--- src/rtl/lcm_unit_if.sv ---
// Operand/result bundle shared between the gcd core side and the LCM stage.
// The master drives the gcd operands and flags; the slave returns the LCM result.
interface lcm_unit_if #(
   parameter int WIDTH = 8
);
   logic [WIDTH-1:0]   A_in;
   logic [WIDTH-1:0]   B_in;
   logic [WIDTH-1:0]   gcd_in;
   logic               gcd_done;
   logic [2*WIDTH-1:0] out;
   logic               done;
   logic               err;

   modport master (
      output A_in, B_in, gcd_in, gcd_done,
      input  out, done, err
   );

   modport slave (
      input  A_in, B_in, gcd_in, gcd_done,
      output out, done, err
   );
endinterface

--- src/rtl/lcm_unit.sv ---
// LCM(A,B) = (A / GCD) * B using a restoring divider followed by a shift-add
// multiplier; fixed latency of 2*WIDTH+1 cycles from the gcd_done rising edge.
module lcm_unit #(
   parameter int WIDTH = 8
) (
   input  logic       clk,
   input  logic       rst_n,
   lcm_unit_if.slave  bus,
   output logic [1:0] state_dbg
);
   // Handshake: a computation starts on a rising edge of gcd_done seen in IDLE
   // or FIN; done is a level that stays high with out/err until the next start.
   localparam int CW = $clog2(WIDTH + 1);

   localparam logic [1:0] S_IDLE = 2'd0;
   localparam logic [1:0] S_DIV  = 2'd1;
   localparam logic [1:0] S_MUL  = 2'd2;
   localparam logic [1:0] S_FIN  = 2'd3;

   logic [1:0]         state_q, state_d;
   logic [CW-1:0]      cnt_q, cnt_d;
   logic               gcd_done_d_q, gcd_done_d_d;
   logic [WIDTH-1:0]   b_q, b_d;
   logic [WIDTH-1:0]   g_q, g_d;
   logic [WIDTH-1:0]   quo_q, quo_d;
   logic [WIDTH:0]     rem_q, rem_d;
   logic [2*WIDTH-1:0] acc_q, acc_d;
   logic [2*WIDTH-1:0] mcand_q, mcand_d;
   logic [2*WIDTH-1:0] out_q, out_d;
   logic               done_q, done_d;
   logic               err_q, err_d;

   logic               start;
   logic               div_err;
   logic [WIDTH:0]     rem_sh;

   assign start     = bus.gcd_done && !gcd_done_d_q;
   assign div_err   = (g_q == '0) || (rem_q != '0);
   // quo_q starts out holding the dividend and fills with quotient bits from the LSB.
   assign rem_sh    = {rem_q[WIDTH-1:0], quo_q[WIDTH-1]};
   assign state_dbg = state_q;
   assign bus.out   = out_q;
   assign bus.done  = done_q;
   assign bus.err   = err_q;

   always_comb begin
      state_d      = state_q;
      cnt_d        = cnt_q;
      gcd_done_d_d = bus.gcd_done;
      b_d          = b_q;
      g_d          = g_q;
      quo_d        = quo_q;
      rem_d        = rem_q;
      acc_d        = acc_q;
      mcand_d      = mcand_q;
      out_d        = out_q;
      done_d       = done_q;
      err_d        = err_q;
      case (state_q)
         S_IDLE, S_FIN: begin
            if (state_q == S_FIN && !done_q) begin
               done_d = 1'b1;
               err_d  = div_err;
               out_d  = div_err ? '0 : acc_q;
            end
            if (start) begin
               state_d = S_DIV;
               cnt_d   = CW'(WIDTH);
               quo_d   = bus.A_in;
               b_d     = bus.B_in;
               g_d     = bus.gcd_in;
               rem_d   = '0;
               acc_d   = '0;
               done_d  = 1'b0;
               err_d   = 1'b0;
            end
         end
         S_DIV: begin
            // A zero divisor always "fits"; the result is flagged as err in FIN.
            if (rem_sh >= {1'b0, g_q}) begin
               rem_d = rem_sh - {1'b0, g_q};
               quo_d = {quo_q[WIDTH-2:0], 1'b1};
            end else begin
               rem_d = rem_sh;
               quo_d = {quo_q[WIDTH-2:0], 1'b0};
            end
            cnt_d = cnt_q - 1'b1;
            if (cnt_q == CW'(1)) begin
               state_d = S_MUL;
               cnt_d   = CW'(WIDTH);
               acc_d   = '0;
               mcand_d = {{WIDTH{1'b0}}, b_q};
            end
         end
         S_MUL: begin
            if (quo_q[0]) acc_d = acc_q + mcand_q;
            mcand_d = mcand_q << 1;
            quo_d   = quo_q >> 1;
            cnt_d   = cnt_q - 1'b1;
            if (cnt_q == CW'(1)) begin
               state_d = S_FIN;
               cnt_d   = '0;
            end
         end
         default: state_d = S_IDLE;
      endcase
   end

   always_ff @(posedge clk or negedge rst_n) begin
      if (!rst_n) begin
         state_q      <= S_IDLE;
         cnt_q        <= '0;
         gcd_done_d_q <= 1'b0;
         b_q          <= '0;
         g_q          <= '0;
         quo_q        <= '0;
         rem_q        <= '0;
         acc_q        <= '0;
         mcand_q      <= '0;
         out_q        <= '0;
         done_q       <= 1'b0;
         err_q        <= 1'b0;
      end else begin
         state_q      <= state_d;
         cnt_q        <= cnt_d;
         gcd_done_d_q <= gcd_done_d_d;
         b_q          <= b_d;
         g_q          <= g_d;
         quo_q        <= quo_d;
         rem_q        <= rem_d;
         acc_q        <= acc_d;
         mcand_q      <= mcand_d;
         out_q        <= out_d;
         done_q       <= done_d;
         err_q        <= err_d;
      end
   end
endmodule

--- src/flat_wrapper.sv ---
// flat-port wrapper written by rule: the top's interface ports become plain ports
module lcm_unit_flat 
#(
   parameter int WIDTH = 8
)
  (clk, rst_n, state_dbg, bus_A_in, bus_B_in, bus_gcd_in, bus_gcd_done, bus_out, bus_done, bus_err);
  lcm_unit_if #(.WIDTH(WIDTH)) bus_i ();
  input  logic clk;
  input  logic rst_n;
  output logic [1:0] state_dbg;
  input wire logic [$bits(bus_i.A_in)-1:0] bus_A_in;
  input wire logic [$bits(bus_i.B_in)-1:0] bus_B_in;
  input wire logic [$bits(bus_i.gcd_in)-1:0] bus_gcd_in;
  input wire logic [$bits(bus_i.gcd_done)-1:0] bus_gcd_done;
  output wire logic [$bits(bus_i.out)-1:0] bus_out;
  output wire logic [$bits(bus_i.done)-1:0] bus_done;
  output wire logic [$bits(bus_i.err)-1:0] bus_err;
  assign bus_i.A_in = bus_A_in;
  assign bus_i.B_in = bus_B_in;
  assign bus_i.gcd_in = bus_gcd_in;
  assign bus_i.gcd_done = bus_gcd_done;
  assign bus_out = bus_i.out;
  assign bus_done = bus_i.done;
  assign bus_err = bus_i.err;
  lcm_unit #(.WIDTH(WIDTH)) u_core (.clk(clk), .rst_n(rst_n), .bus(bus_i), .state_dbg(state_dbg));
endmodule
--- config.mk ---
export PLATFORM = sky130hd
export DESIGN_NAME = lcm_unit_flat
export DESIGN_NICKNAME = d
export VERILOG_FILES = /design/src/rtl/lcm_unit_if.sv /design/src/rtl/lcm_unit.sv /design/src/flat_wrapper.sv
export SDC_FILE = /design/constraint.sdc
export NUM_CORES = 1
export LEC_CHECK = 0
export CORE_ASPECT_RATIO = 1.2
export CORE_MARGIN = 4
export CORE_UTILIZATION = 52
export CTS_CLUSTER_DIAMETER = 50
export DETAILED_ROUTE_END_ITERATION = 8
export GPL_ROUTABILITY_DRIVEN = 0
export PLACE_DENSITY_LB_ADDON = 0.1
export SYNTH_ARGS = -nofsm -noshare
export SYNTH_HDL_FRONTEND = slang
export SYNTH_SLANG_ARGS = --single-unit
--- constraint.sdc ---
create_clock -name clk -period 2.5 [get_ports clk]
set_clock_uncertainty 0.1 [all_clocks]
set_input_delay 0.375 -clock clk [delete_from_list [all_inputs] [get_ports clk]]
set_output_delay 0.375 -clock clk [all_outputs]
set_load 0.01 [all_outputs]
======== After elaboration in Yosys (flattened, before gate mapping) ========
Index checks and enable logic that the tools add are counted.
storage, ports and cells
  register bits ........................... 90
  bits of input ports ..................... 27
  word-level logic and storage cells ...... 68
cells by class
  add/subtract/negate cells ............... 3
  magnitude comparators ................... 1
  eq/ne operators ......................... 8
  mux-type cells .......................... 25
  reduce and logical (&&, ||, !) cells .... 19
operator list
  cell                                                                   count
  16-bit 2-to-1 mux                                                      5
  16-bit case mux with 3 select lines                                    1
  16-bit case mux with 2 select lines                                    1
  8-bit case mux with 3 select lines                                     1
  9-bit 2-to-1 mux                                                       2
  9-bit case mux with 2 select lines                                     1
  16-bit adder                                                           1
  4-bit 2-to-1 mux                                                       3
  4-bit case mux with 3 select lines                                     1
  2-bit AND reduction                                                    5
  9-bit by 8-bit greater-or-equal comparator with 1-bit output           1
  9-bit nonzero test                                                     1
  9-bit by 8-bit subtractor with 9-bit output                            1
  8-bit logical NOT                                                      1
  8-bit 2-to-1 mux                                                       1
  2-bit by 1-bit != test with 1-bit output, second input constant        4
  2-bit 2-to-1 mux                                                       3
  2-bit case mux with 3 select lines                                     1
  3-bit AND reduction                                                    2
  2-bit nonzero test                                                     3
  1-bit 2-to-1 mux                                                       5
  2-bit equality test, second input constant                             2
  4-bit by 1-bit equality test with 1-bit output, second input constant  1
  4-bit by 1-bit subtractor with 4-bit output, second input constant     1
  6 further kinds                                                        8

======== Longest topological paths before layout ========
  word-level depth ........................ 4
  mapped depth ............................ 9
  gate-level depth less buffers ........... 9

======== Least setup slack after synthesis ========
Ideal clock, no wire load.
  path kind ............................... reg-to-reg
  from .................................... register u_core.mcand_q[0]
  to ...................................... register u_core.acc_q[14]
  library setup time ...................... 0.122 ns
  data arrival time ....................... 2.080 ns
  required time ........................... 2.278 ns
  path slack .............................. 0.198 ns
  stages on the path, launching flop included .. 9
  buffers on the path ..................... 0
  period minus slack after synthesis ...... 2.302 ns
  cells stage by stage .................... dfrtp_1 > ha_1 > fa_1 > a211oi_2 > o21ai_1 > nand3_1 > a21oi_1 > or3_1 > a32o_1
between the ends
  word-level cells in the longest chain between the ends .. 3
RTL lines
  what                                 RTL line         RTL
  from (decl)                          lcm_unit.sv:28   logic [2*WIDTH-1:0] mcand_q, mcand_d;
  from (signal assigned)               lcm_unit.sv:132  mcand_q <= mcand_d;
  16-bit adder                         lcm_unit.sv:96   if (quo_q[0]) acc_d = acc_q + mcand_q;
  16-bit 2-to-1 mux                    lcm_unit.sv:96
  16-bit case mux with 3 select lines  lcm_unit.sv:59   case (state_q)
  to (signal assigned)                 lcm_unit.sv:118  acc_q <= '0;
  to (signal assigned)                 lcm_unit.sv:131  acc_q <= acc_d;
  to (decl)                            lcm_unit.sv:27   logic [2*WIDTH-1:0] acc_q, acc_d;
Every way passes these cells. The select of a mux whose other input is x is not followed.
A chain may end at the register's enable or synchronous reset.

======== Worst setup path after layout ========
Same ends and word-level chain as after synthesis.

==> results.ini <==
[outcome]
status=finished, final reports clean

[clock_tree]
cts_tree=yes
h-tree-depth=3
clockBufferDepth=2
numCtsBuffers=9
cts_sinks=90
cts.clk_slew.worst_paths_ns=0.10
root_buffer=clkbuf_8
insertion_delay_ns=0.36

[sta]
rsz0062_at_grt=yes
fin_crit_ns=2.39
hold_viol_final=0
setup_violations=0
maxSlewHeadroom_pct=55.1
worstMarginPinSlew_ns=0.674
whs_ns=0.362
min_period_over_period_pct=95.4
slew_viol_final=0
clock.fmax_mhz=419

[die]
rows=38
die-height_um=115
dieArea_um2=11100
core_region_area_um2=9180
die_width_um=97.0
io_pins=47
start_util_pct=53.9

[min_path]
min_path_type=in2async

[power]
ir_worst_vdd_mv=0.704
cellPowerDensity_nw_per_um2=1250
total_power_uw=7320
leakage_uw=0.00269

[worst_setup_path]
crit_required_ns=2.65
critPathKind=reg2reg
critical_path.max_fanout=4
start_kind=flip-flop
cp-end-kind=flip-flop
worstRegToRegCells=8
critical_path_arrival_ns=2.54

[grt]
overflow=0
grt_pass1_wl_um=18100
first_global_vias=3749
grt_usage_pct=19.9
antenna_found_initial=0
grt_max_degree=61

[synth]
synth-edff-count=0
synth_nets=556
async_reset_ff_share_pct=100
netlist_instances=498
synth_cell_type_count=58
synth_top_area_share_pct=45.5
yosysSeqAreaShare_pct=45.5
syn_area_um2=4940
avgSynthCellArea_um2=9.93
yosys_warnings=0
yosys.area.top_type=dfrtp_1
ys_ff_latch=90
synthTopCellsByArea=dfrtp_1, ha_1, nand2_1
synth_ff_type=dfrtp_1

[flow_run]
drv_cap=0

[place]
hpwl_um=7900
portBuffers=46

[routing]
drt_iter0_markers=134
wirelength_um=10700
drt-wirelength-per-cell_um=15.7
first_pass_iters=4
viasPerCell=5.70
drc=0
via_count=3885
ant_nets=0

[finish]
multiInputGateArea_um2=2550
area_growth_pct=18.7
regArea_um2=2250
drive_gt1_share_pct=11.6
fillers=749
nets=614
n_antenna_cell=0

==> synth_stat cells, types with 4 or more instances <==
library cell	instances
inv_1	19
dfrtp_1	90
o31ai_1	7
mux2_2	17
a21oi_1	27
a21o_1	8
nor2_1	24
buf_2	4
mux2i_1	15
xnor2_1	6
o21ai_0	32
nor3_1	7
xor2_1	8
nand3b_1	4
ha_1	29
nor2b_1	5
a22oi_1	10
clkbuf_1	13
a22o_1	17
o21ai_1	20
and3_1	5
nand2_1	71
nand3_1	7
==> timing repair <==
| action | in CTS | in global routing |
|---|---|---|
| hold endpoints to repair | 30 | 0 |
| hold buffers | 1 | 0 |
| gates resized for setup | 0 | 2 |
| setup buffers | 0 | 2 |
| endpoints found under the setup margin | 0 | 3 |
==> cell type report <==
cell class	instances	share of cell area, %
Timing Repair Buffer	65	10.5
Clock buffer	9	2.11
Inverter	20	1.28
Tap cell	120	2.56
Sequential cell	90	38.4
Clock inverter	7	1.81
Multi-Input combinational cell	370	43.4
==> path summary, 6_finish.rpt <==
kind / startpoint / slack, ns / end
worst max-delay path: u_core.mcand_q[0] / 0.11 / u_core.acc_q[14]
worst min-delay path: rst_n / 0.36 / u_core.bus.out[1]
worst max register to register: u_core.mcand_q[0] / 0.11 / u_core.acc_q[14]
worst min register to register: u_core.bus.out[0] / 0.39 / u_core.bus.out[0]
max in group asynchronous: rst_n / 1.29 / u_core.g_q[6]
min in group clk: u_core.bus.out[0] / 0.39 / u_core.bus.out[0]
==> routing by layer <==
layer | GRT usage [%] | vias to the layer above | wire, um
met5 | 0 | - | 0
met1 | 25.7 | 1890 | 4820
li1 | - | 1920 | -
met4 | 5.34 | 0 | 134
met2 | 34.5 | 64 | 5340
met3 | 3.70 | 11 | 379
==> cells in the final DEF (no fill, tap or decap), drive strengths merged, types with 4 or more instances in the layout <==
master         count
nor2              24
mux2i             15
nand3              7
o211ai             4
buf               19
ha                29
o31ai              7
a22oi             10
a21o               8
and3               5
clkdlybuf4s50     45
xor2               8
nor3               7
and2               4
nand3b             4
a211oi             4
mux2              17
clkbuf             9
inv               24
a22o              17
nand2             71
nor2b              5
xnor2              6
a21oi             28
dfrtp             90
o21ai             52
==> critical path: stages (launching register included) <==
cell and delay, ns:
dfrtp_1 0.41, ha_1 0.25, fa_1 0.41, a211oi_2 0.26, o21ai_2 0.12, nand3_1 0.11, a21oi_1 0.07, or3_1 0.30
a32o_1 0.24
==> power breakdown <==
group,total (uW),internal (uW),switching [uW]
sequential,2410,1970,446
combinational,3750,1640,2110
clock,1150,583,571
total,7320,4190,3130
==> cells by family after synthesis <==
logic type               count (synthesis)  share of synthesized area [%]
XOR/XNOR                                14                           2.48
buffers and inverters                   38                           3.14
AND/OR/NAND/NOR                        139                           12.7
multiplexers                            32                           6.91
adder cells (fa/ha/maj)                 31                           8.15
flip-flops                              90                           45.5
AO/OA/AOI/OAI                          154                           21.1
==> state kept, by name (all words and copies together), names as in the netlist, 2 cells and up <==
| signal | cells |
|---|---|
| u_core.bus.out | 16 |
| u_core.g_q | 8 |
| u_core.rem_q | 9 |
| u_core.b_q | 8 |
| u_core.acc_q | 16 |
| u_core.mcand_q | 16 |
| u_core.state_dbg | 2 |
| u_core.cnt_q | 4 |
| u_core.quo_q | 8 |
==> metrics by stage <==
stage	setup slack [ns]	TNS (ns)	instance area, um^2	util [%]	cells
2_1_floorplan	0.198	0	4940	-	498
4_1_cts	0.0278	0	5850	63.7	679
3_3_place_gp	0.164	0	5610	61.1	662
5_1_grt	-0.00691	-0.00691	5870	64.0	681
6_report	0.115	0	5870	64.0	681
3_5_place_dp	0.102	0	5610	61.1	662
Note: power is estimated with default switching activity, not from simulation.
